`config.mk`:
```
export PLATFORM = sky130hd
export DESIGN_NAME = sik_mem_arbiter_flat
export DESIGN_NICKNAME = d
export VERILOG_FILES = /design/src/rtl/sik_mem_arbiter_if.sv /design/src/rtl/sik_mem_arbiter.sv /design/src/flat_wrapper.sv
export SDC_FILE = /design/constraint.sdc
export NUM_CORES = 1
export LEC_CHECK = 0
export ABC_AREA = 1
export CORE_AREA = 2 2 114 116
export CTS_BUF_LIST = sky130_fd_sc_hd__clkbuf_4
export CTS_CLUSTER_SIZE = 8
export DETAILED_ROUTE_END_ITERATION = 8
export DIE_AREA = 0 0 116 118
export MAX_ROUTING_LAYER = met4
export PLACE_DENSITY = 0.58
export RECOVER_POWER = 25
export SLEW_MARGIN = 20
export SYNTH_ARGS = -nofsm -noshare
export SYNTH_HDL_FRONTEND = slang
export SYNTH_SLANG_ARGS = --single-unit
```
`constraint.sdc`:
```
create_clock -name clk -period 1.9 [get_ports clk]
set_input_delay 0.475 -clock clk [delete_from_list [all_inputs] [get_ports clk]]
set_output_delay 0.475 -clock clk [all_outputs]
set_load 0.03 [all_outputs]
```
`src/rtl/sik_mem_arbiter_if.sv`:
```
// sik_mem_arbiter_if: bundle between the two SIK threads, the arbiter and the
// single-port main memory.
//   Thread n side : reqN/weN/addrN/wdataN/haltN in, ackN/rdataN out
//   Memory side   : mem_en/mem_we/mem_addr/mem_wdata out, mem_rdata in
//   Status        : busy out
// slave  = arbiter view, master = threads + memory view.
interface sik_mem_arbiter_if #(
  parameter int AW = 16,
  parameter int DW = 16
);
  logic          req0, req1;
  logic          we0, we1;
  logic [AW-1:0] addr0, addr1;
  logic [DW-1:0] wdata0, wdata1;
  logic          halt0, halt1;
  logic          ack0, ack1;
  logic [DW-1:0] rdata0, rdata1;
  logic          mem_en, mem_we;
  logic [AW-1:0] mem_addr;
  logic [DW-1:0] mem_wdata;
  logic [DW-1:0] mem_rdata;
  logic          busy;

  modport slave (
    input  req0, req1, we0, we1, addr0, addr1, wdata0, wdata1, halt0, halt1, mem_rdata,
    output ack0, ack1, rdata0, rdata1, mem_en, mem_we, mem_addr, mem_wdata, busy
  );

  modport master (
    output req0, req1, we0, we1, addr0, addr1, wdata0, wdata1, halt0, halt1, mem_rdata,
    input  ack0, ack1, rdata0, rdata1, mem_en, mem_we, mem_addr, mem_wdata, busy
  );
endinterface

```
`src/rtl/sik_mem_arbiter.sv`:
```
// sik_mem_arbiter: round-robin arbiter letting SIK threads 0/1 share one
// single-port 64K x 16 memory. One transaction at a time:
//   IDLE -> ISSUE (mem_en pulse) -> WAIT (MEM_LAT cycles) -> RESP (ack pulse).
// Ports:
//   clk   : clock, all state on posedge
//   reset : asynchronous active-low reset
//   bus   : sik_mem_arbiter_if.slave (thread req/ack, memory port, busy)
// All outputs are registered; there is no combinational input->output path.
module sik_mem_arbiter #(
  parameter int AW      = 16,
  parameter int DW      = 16,
  parameter int MEM_LAT = 1    // 1..4
) (
  input logic              clk,
  input logic              reset,
  sik_mem_arbiter_if.slave bus
);

  localparam int NT = 2;

  typedef enum logic [1:0] {
    IDLE  = 2'd0,
    ISSUE = 2'd1,
    WAIT  = 2'd2,
    RESP  = 2'd3
  } state_t;

  state_t                  state_q;
  logic [NT-1:0]           req_w, halt_w, we_w, elig_w;
  logic [NT-1:0][AW-1:0]   addr_w;
  logic [NT-1:0][DW-1:0]   wdata_w;
  logic                    sel_d;
  logic                    gnt_q, last_q, we_q;
  logic [1:0]              cnt_q;
  logic [NT-1:0]           ack_q;
  logic [NT-1:0][DW-1:0]   rdata_q;
  logic                    mem_en_q, mem_we_q, busy_q;
  logic [AW-1:0]           mem_addr_q;
  logic [DW-1:0]           mem_wdata_q;

  assign req_w   = {bus.req1,   bus.req0};
  assign halt_w  = {bus.halt1,  bus.halt0};
  assign we_w    = {bus.we1,    bus.we0};
  assign addr_w  = {bus.addr1,  bus.addr0};
  assign wdata_w = {bus.wdata1, bus.wdata0};
  assign elig_w  = req_w & ~halt_w;

  // Lone requester wins outright; on a tie the thread not served last wins.
  always_comb begin
    sel_d = elig_w[1];
    if (&elig_w) sel_d = ~last_q;
  end

  always_ff @(posedge clk or negedge reset) begin
    if (!reset) begin
      state_q     <= IDLE;
      last_q      <= 1'b1;   // thread 0 wins the first tie
      gnt_q       <= 1'b0;
      we_q        <= 1'b0;
      cnt_q       <= '0;
      ack_q       <= '0;
      rdata_q     <= '0;
      mem_en_q    <= 1'b0;
      mem_we_q    <= 1'b0;
      mem_addr_q  <= '0;
      mem_wdata_q <= '0;
      busy_q      <= 1'b0;
    end else begin
      // Pulsed outputs default low; they are set for exactly one state.
      ack_q       <= '0;
      mem_en_q    <= 1'b0;
      mem_we_q    <= 1'b0;
      mem_addr_q  <= '0;
      mem_wdata_q <= '0;
      case (state_q)
        IDLE: begin
          if (|elig_w) begin
            // Request fields are captured here; later changes by the thread are ignored.
            gnt_q       <= sel_d;
            last_q      <= sel_d;
            we_q        <= we_w[sel_d];
            mem_en_q    <= 1'b1;
            mem_we_q    <= we_w[sel_d];
            mem_addr_q  <= addr_w[sel_d];
            mem_wdata_q <= wdata_w[sel_d];
            busy_q      <= 1'b1;
            state_q     <= ISSUE;
          end
        end
        ISSUE: begin
          // Stores wait too so every transaction has the same length.
          cnt_q   <= 2'(MEM_LAT - 1);
          state_q <= WAIT;
        end
        WAIT: begin
          if (cnt_q == 2'd0) begin
            ack_q[gnt_q] <= 1'b1;
            if (!we_q) rdata_q[gnt_q] <= bus.mem_rdata;
            state_q <= RESP;
          end else begin
            cnt_q <= cnt_q - 2'd1;
          end
        end
        RESP: begin
          busy_q  <= 1'b0;
          state_q <= IDLE;
        end
        default: state_q <= IDLE;
      endcase
    end
  end

  assign bus.ack0      = ack_q[0];
  assign bus.ack1      = ack_q[1];
  assign bus.rdata0    = rdata_q[0];
  assign bus.rdata1    = rdata_q[1];
  assign bus.mem_en    = mem_en_q;
  assign bus.mem_we    = mem_we_q;
  assign bus.mem_addr  = mem_addr_q;
  assign bus.mem_wdata = mem_wdata_q;
  assign bus.busy      = busy_q;

endmodule

```
`src/flat_wrapper.sv`:
```
// flat-port wrapper written by rule: the top's interface ports become plain ports
module sik_mem_arbiter_flat 
#(
  parameter int AW      = 16,
  parameter int DW      = 16,
  parameter int MEM_LAT = 1           
)
  (clk, reset, bus_req0, bus_req1, bus_we0, bus_we1, bus_addr0, bus_addr1, bus_wdata0, bus_wdata1, bus_halt0, bus_halt1, bus_mem_rdata, bus_ack0, bus_ack1, bus_rdata0, bus_rdata1, bus_mem_en, bus_mem_we, bus_mem_addr, bus_mem_wdata, bus_busy);
  sik_mem_arbiter_if #(.AW(AW), .DW(DW)) bus_i ();
  input logic clk;
  input logic reset;
  input wire logic [$bits(bus_i.req0)-1:0] bus_req0;
  input wire logic [$bits(bus_i.req1)-1:0] bus_req1;
  input wire logic [$bits(bus_i.we0)-1:0] bus_we0;
  input wire logic [$bits(bus_i.we1)-1:0] bus_we1;
  input wire logic [$bits(bus_i.addr0)-1:0] bus_addr0;
  input wire logic [$bits(bus_i.addr1)-1:0] bus_addr1;
  input wire logic [$bits(bus_i.wdata0)-1:0] bus_wdata0;
  input wire logic [$bits(bus_i.wdata1)-1:0] bus_wdata1;
  input wire logic [$bits(bus_i.halt0)-1:0] bus_halt0;
  input wire logic [$bits(bus_i.halt1)-1:0] bus_halt1;
  input wire logic [$bits(bus_i.mem_rdata)-1:0] bus_mem_rdata;
  output wire logic [$bits(bus_i.ack0)-1:0] bus_ack0;
  output wire logic [$bits(bus_i.ack1)-1:0] bus_ack1;
  output wire logic [$bits(bus_i.rdata0)-1:0] bus_rdata0;
  output wire logic [$bits(bus_i.rdata1)-1:0] bus_rdata1;
  output wire logic [$bits(bus_i.mem_en)-1:0] bus_mem_en;
  output wire logic [$bits(bus_i.mem_we)-1:0] bus_mem_we;
  output wire logic [$bits(bus_i.mem_addr)-1:0] bus_mem_addr;
  output wire logic [$bits(bus_i.mem_wdata)-1:0] bus_mem_wdata;
  output wire logic [$bits(bus_i.busy)-1:0] bus_busy;
  assign bus_i.req0 = bus_req0;
  assign bus_i.req1 = bus_req1;
  assign bus_i.we0 = bus_we0;
  assign bus_i.we1 = bus_we1;
  assign bus_i.addr0 = bus_addr0;
  assign bus_i.addr1 = bus_addr1;
  assign bus_i.wdata0 = bus_wdata0;
  assign bus_i.wdata1 = bus_wdata1;
  assign bus_i.halt0 = bus_halt0;
  assign bus_i.halt1 = bus_halt1;
  assign bus_i.mem_rdata = bus_mem_rdata;
  assign bus_ack0 = bus_i.ack0;
  assign bus_ack1 = bus_i.ack1;
  assign bus_rdata0 = bus_i.rdata0;
  assign bus_rdata1 = bus_i.rdata1;
  assign bus_mem_en = bus_i.mem_en;
  assign bus_mem_we = bus_i.mem_we;
  assign bus_mem_addr = bus_i.mem_addr;
  assign bus_mem_wdata = bus_i.mem_wdata;
  assign bus_busy = bus_i.busy;
  sik_mem_arbiter #(.AW(AW), .DW(DW), .MEM_LAT(MEM_LAT)) u_core (.clk(clk), .reset(reset), .bus(bus_i));
endmodule
```
Yosys cells after proc, flatten, opt, wreduce, memory -nomap -nowiden. Index checks and enable logic that the tools add are counted.

Flip-flop bits (word level): 76. Word-level logic and storage cells: 68.

Add/subtract/negate cells: 1. $lt $le $gt $ge: 3. Equality and inequality tests: 6. Multiplexer cells: 29. Bitwise gates (word level): 4. Reduce and logical (&&, ||, !) cells: 12.

Operators by type and width (number): 2-to-1 mux 16 bit (9); bitwise mux 32 bit (1); demux 16 bit (select 1 bit) (1); 2-to-1 mux 2 bit (5); AND reduction 2 bit (5); 2-to-1 mux 1 bit (9); one-hot mux 2 bit (4 select lines) (1); equality test 2 bit (second input constant) (2); logical NOT 2 bit (2); < comparator 1 x 2 -> 1 bit (second input constant) (2); != test 2 x 1 -> 1 bit (second input constant) (2); one-hot mux 2 bit (2 select lines) (1); nonzero test 2 bit (2); AND reduction 3 bit (1); AND 2 bit (1); equality test 2 x 1 -> 1 bit (second input constant) (1); != test 2 bit (second input constant) (1); NOT 1 bit (2); NOT 2 bit (1); one-hot mux 1 bit (2 select lines) (1); OR reduction 2 bit (1); subtractor 2 x 1 -> 2 bit (second input constant) (1); demux 1 bit (select 1 bit) (1); greater-or-equal comparator 1 bit (second input constant) (1); logical AND 1 bit (1).

Logic depth before layout (Yosys ltp).
Depth after elaboration: 8. Mapped depth: 8. Mapped depth without buffers: 7.

Worst setup path after synthesis. No wires, ideal clock.

Path type: reg-to-reg. Start point: reg u_core.state_q[0]. End point: reg u_core.rdata_q (netlist bit u_core.bus.rdata1[10]). Setup time: 0.118 ns. Data arrival time: 1.244 ns. Data required time: 1.782 ns. Slack: 0.538 ns. Cell stages (with the launch flop): 9. Clock period less this slack: 1.362 ns. Cells stage by stage: dfrtp_1 inv_1 ha_1 nand2_2 nor2_4 nand2_4 buf_6 nand2_2 o21ai_2.

Cells in the longest elaborated chain, start to end: 2.

RTL lines: start, declared (RTL line sik_mem_arbiter.sv:28) `state_t state_q;`; start signal, assigned (RTL line sik_mem_arbiter.sv:56) `state_q <= IDLE;`; start signal, assigned (RTL line sik_mem_arbiter.sv:87) `state_q <= ISSUE;`; start signal, assigned (RTL line sik_mem_arbiter.sv:93) `state_q <= WAIT;`; equality test 2 bit (RTL line sik_mem_arbiter.sv:75) `case (state_q)`; AND reduction 3 bit (no source line); end signal, assigned by index (RTL line sik_mem_arbiter.sv:98) `if (!we_q) rdata_q[gnt_q] <= bus.mem_rdata;`; end, declared (RTL line sik_mem_arbiter.sv:36) `logic [NT-1:0][DW-1:0] rdata_q;`.

Every way passes these cells. A chain may end at the register's enable or synchronous reset.

Final worst setup path.
Start point: reg u_core.rdata_q (netlist bit u_core.bus.rdata0[15]). End point: out bus_rdata0[15].

RTL lines: end, declared (RTL line flat_wrapper.sv:25) `output wire logic [$bits(bus_i.rdata0)-1:0] bus_rdata0;`.

No word-level cell between the ends.

==> flow_summary.toml <==
[sta]
maxSlewHeadroom = 0.6217
post-route-period-util = 0.9057
setup-tns-final_ns = 0
final.min_clock_period_ns = 1.721
setup_viol = 0
slew_viol_final = 0
fmax_mhz = 581.1
rsz0062_at_grt = "false"
fin_worst_skew_ns = 0.01750
finalHoldViolCount = 0
worstMarginPinSlew_ns = 0.5675

[critical_path]
critical_path_required_ns = 1.42
cpMaxStageDelayCell = "dfrtp_1"
worst-path-buf-inv = 1
crit_arrival_ns = 1.25
crit_family = "flip-flops"
end_kind = "output pin"
slowest_delay_ns = 0.41
setup.worst_path.start_class = "flip-flop"
worstSetupPathType = "flip-flop to output pin"
cp_max_fo = 2
path_cells = "dlygate4sd2_1"

[clock_network]
htreeDepth = 3
worstSkewPairLatency_ns = 0.42
numCtsBuffers = 9
clkSlewWorstSetupHoldPaths_ns = 0.13
clock-sinks = 76
postCtsSetupRepairBufs = 0
cts_root_buf = "clkbuf_4"
cts_tree = "built"
clockBufferDepth = 2

[detailed_routing]
drc = 0
via_per_inst = 4.175
via_count = 2885
wirelength_um = 9171
dr.pass1.iters = 4
wl_per_cell_um = 13.27
antenna_left = 0
first_iter_violations = 117

[floorplan]
die_w_um = 116
die_h_um = 118
num_io_pins = 157
std_cell_rows = 41
die_area_um2 = 13690
core-area_um2 = 12410
initial_core_util = 0.2965

[min_path]
hold_path.class = "flip-flop to flip-flop"

[yosys]
synth_area_leader_cell = "dfrtp_1"
synth.top_cell.area_share = 0.5099
syn_area_per_cell_um2 = 10.23
synth.distinct_cells = 27
synth-seq-area-share = 0.5170
syn-instance-count = 360
syn_area_um2 = 3681
ys_warn_count = 0
yosys-top-cells-area = "dfrtp_1, o21ai_2, nand2_2, nand3b_1, nor2_2"
syn-num-nets = 453
ys_ff_latch = 76

[power_and_ir_drop]
power_leakage_nw = 2.633
ir_worst_vdd_v = 0.0004393
power_w = 0.006728
p_per_area_nw_per_um2 = 1253

[placement]
place.gp.congestion = 0.7126
numPortBuffers = 156
place_inst = 674
placed_area_um2 = 5321
dp_hpwl_um = 6696

[global_routing]
gr-usage-all-layers = 0.1418
grt_max_degree = 42
grt_pass1_wl_um = 14560
gr-total-overflow = 0
grt_pass1_vias = 2966
grt_antenna_before_repair = 0

[layout]
antenna_cells = 0
final_area_um2 = 5370
final_cells = 691
fillerInstances = 1254
synthToLayoutAreaGrowth_pct = 45.89
final_util = 0.4326
nNetsFinal = 607
drive_gt1_frac = 0.2582

[status]
status = "finished clean"

[flow_run]
cap_violations = 0
-- worst paths after layout --
check                                 startpoint                      end  slack, ns  cells past startpoint
setup reg to reg               u_core.state_q[0]    u_core.bus.rdata1[15]       0.20                      7
max in group asynchronous                  reset  u_core.bus.mem_wdata[6]       0.31                      3
min in group asynchronous                  reset     u_core.bus.rdata0[8]       0.56                      2
hold / removal             u_core.bus.rdata0[10]    u_core.bus.rdata0[10]       0.49                      2
setup / recovery           u_core.bus.rdata0[15]           bus_rdata0[15]       0.18                      1
hold reg to reg            u_core.bus.rdata0[10]    u_core.bus.rdata0[10]       0.49                      2
-- state kept, by name, indices dropped and copies added (netlist names) --
| register | cells |
|---|---|
| u_core.bus.mem_addr | 16 |
| u_core.bus.mem_wdata | 16 |
| u_core.bus.rdata0 | 16 |
| u_core.bus.rdata1 | 16 |
| u_core.ack_q | 2 |
| u_core.cnt_q | 2 |
| u_core.state_q | 2 |
| u_core.bus.busy | 1 |
| u_core.bus.mem_en | 1 |
| u_core.bus.mem_we | 1 |
| u_core.gnt_q | 1 |
| u_core.last_q | 1 |
| u_core.we_q | 1 |
-- cell usage after synthesis (all sizes together) --
library cell and instances:
inv 33, clkbuf 1, dfrtp 75, o21ai 34, o22ai 1, dfstp 1
a21oi 1, buf 17, nand3 6, nand3b 32, nor2 68, nand2 85
o21a 1, ha 5
-- per-stage QoR --
stage	hold WS, ns	setup slack, ns
6_report	0.4941	0.1791
5_1_grt	0.5123	0.05125
3_3_place_gp	0.3914	0.04636
4_1_cts	0.4580	0.1443
2_1_floorplan	0.1794	0.5382
3_5_place_dp	0.3979	0.02351
-- routing by layer --
layer,routed length (µm),vias up,GRT usage
met5,0,-,-
met4,119,0,0.05432
met1,4141,1306,0.1823
li1,-,1437,-
met2,4070,133,0.2127
met3,839,9,0.03811
-- layout by cell type (no fill, tap or decap), drive strengths merged --
cell	count
dlygate4sd2	69
clkinvlp	1
ha	5
nor2	68
a21oi	1
clkdlybuf4s50	86
o21ai	34
clkinv	4
o21a	1
dfstp	1
dfrtp	75
nand2	85
nand3b	32
bufinv	1
inv	33
clkbuf	12
nand3	6
o22ai	1
buf	3
dlygate4sd3	1
-- cell families after synthesis --
kind of cell             synth area share
AND/OR/NAND/NOR                    0.2937
flip-flops                         0.5170
buffers and inverters             0.08837
AO/OA/AOI/OAI                     0.08396
adder cells (fa/ha/maj)           0.01700
-- final cells by class --
cell class | instances | area (µm²) | area share
inverters | 33 | 136.4 | 0.02540
repair buffers | 161 | 1523 | 0.2836
clock inverters | 6 | 65.06 | 0.01212
multi-input cells | 233 | 1453 | 0.2705
clock buffers | 10 | 75.07 | 0.01398
well taps | 172 | 215.2 | 0.04007
flip-flops and latches | 76 | 1903 | 0.3544
-- repair_timing --
item,in CTS,in global routing
resized for setup,69,0
hold buffers,1,0
hold endpoints to repair,19,0
endpoints found under the setup margin,69,0
-- where the power goes --
group,internal [W],leakage [nW],switching (W)
clock,0.000416,0.0763,0.000598
sequential,0.00215,0.983,0.000280
combinational,0.00115,1.57,0.00213
total,0.00372,2.63,0.00301
No activity file was read; power rests on OpenSTA's default activity.
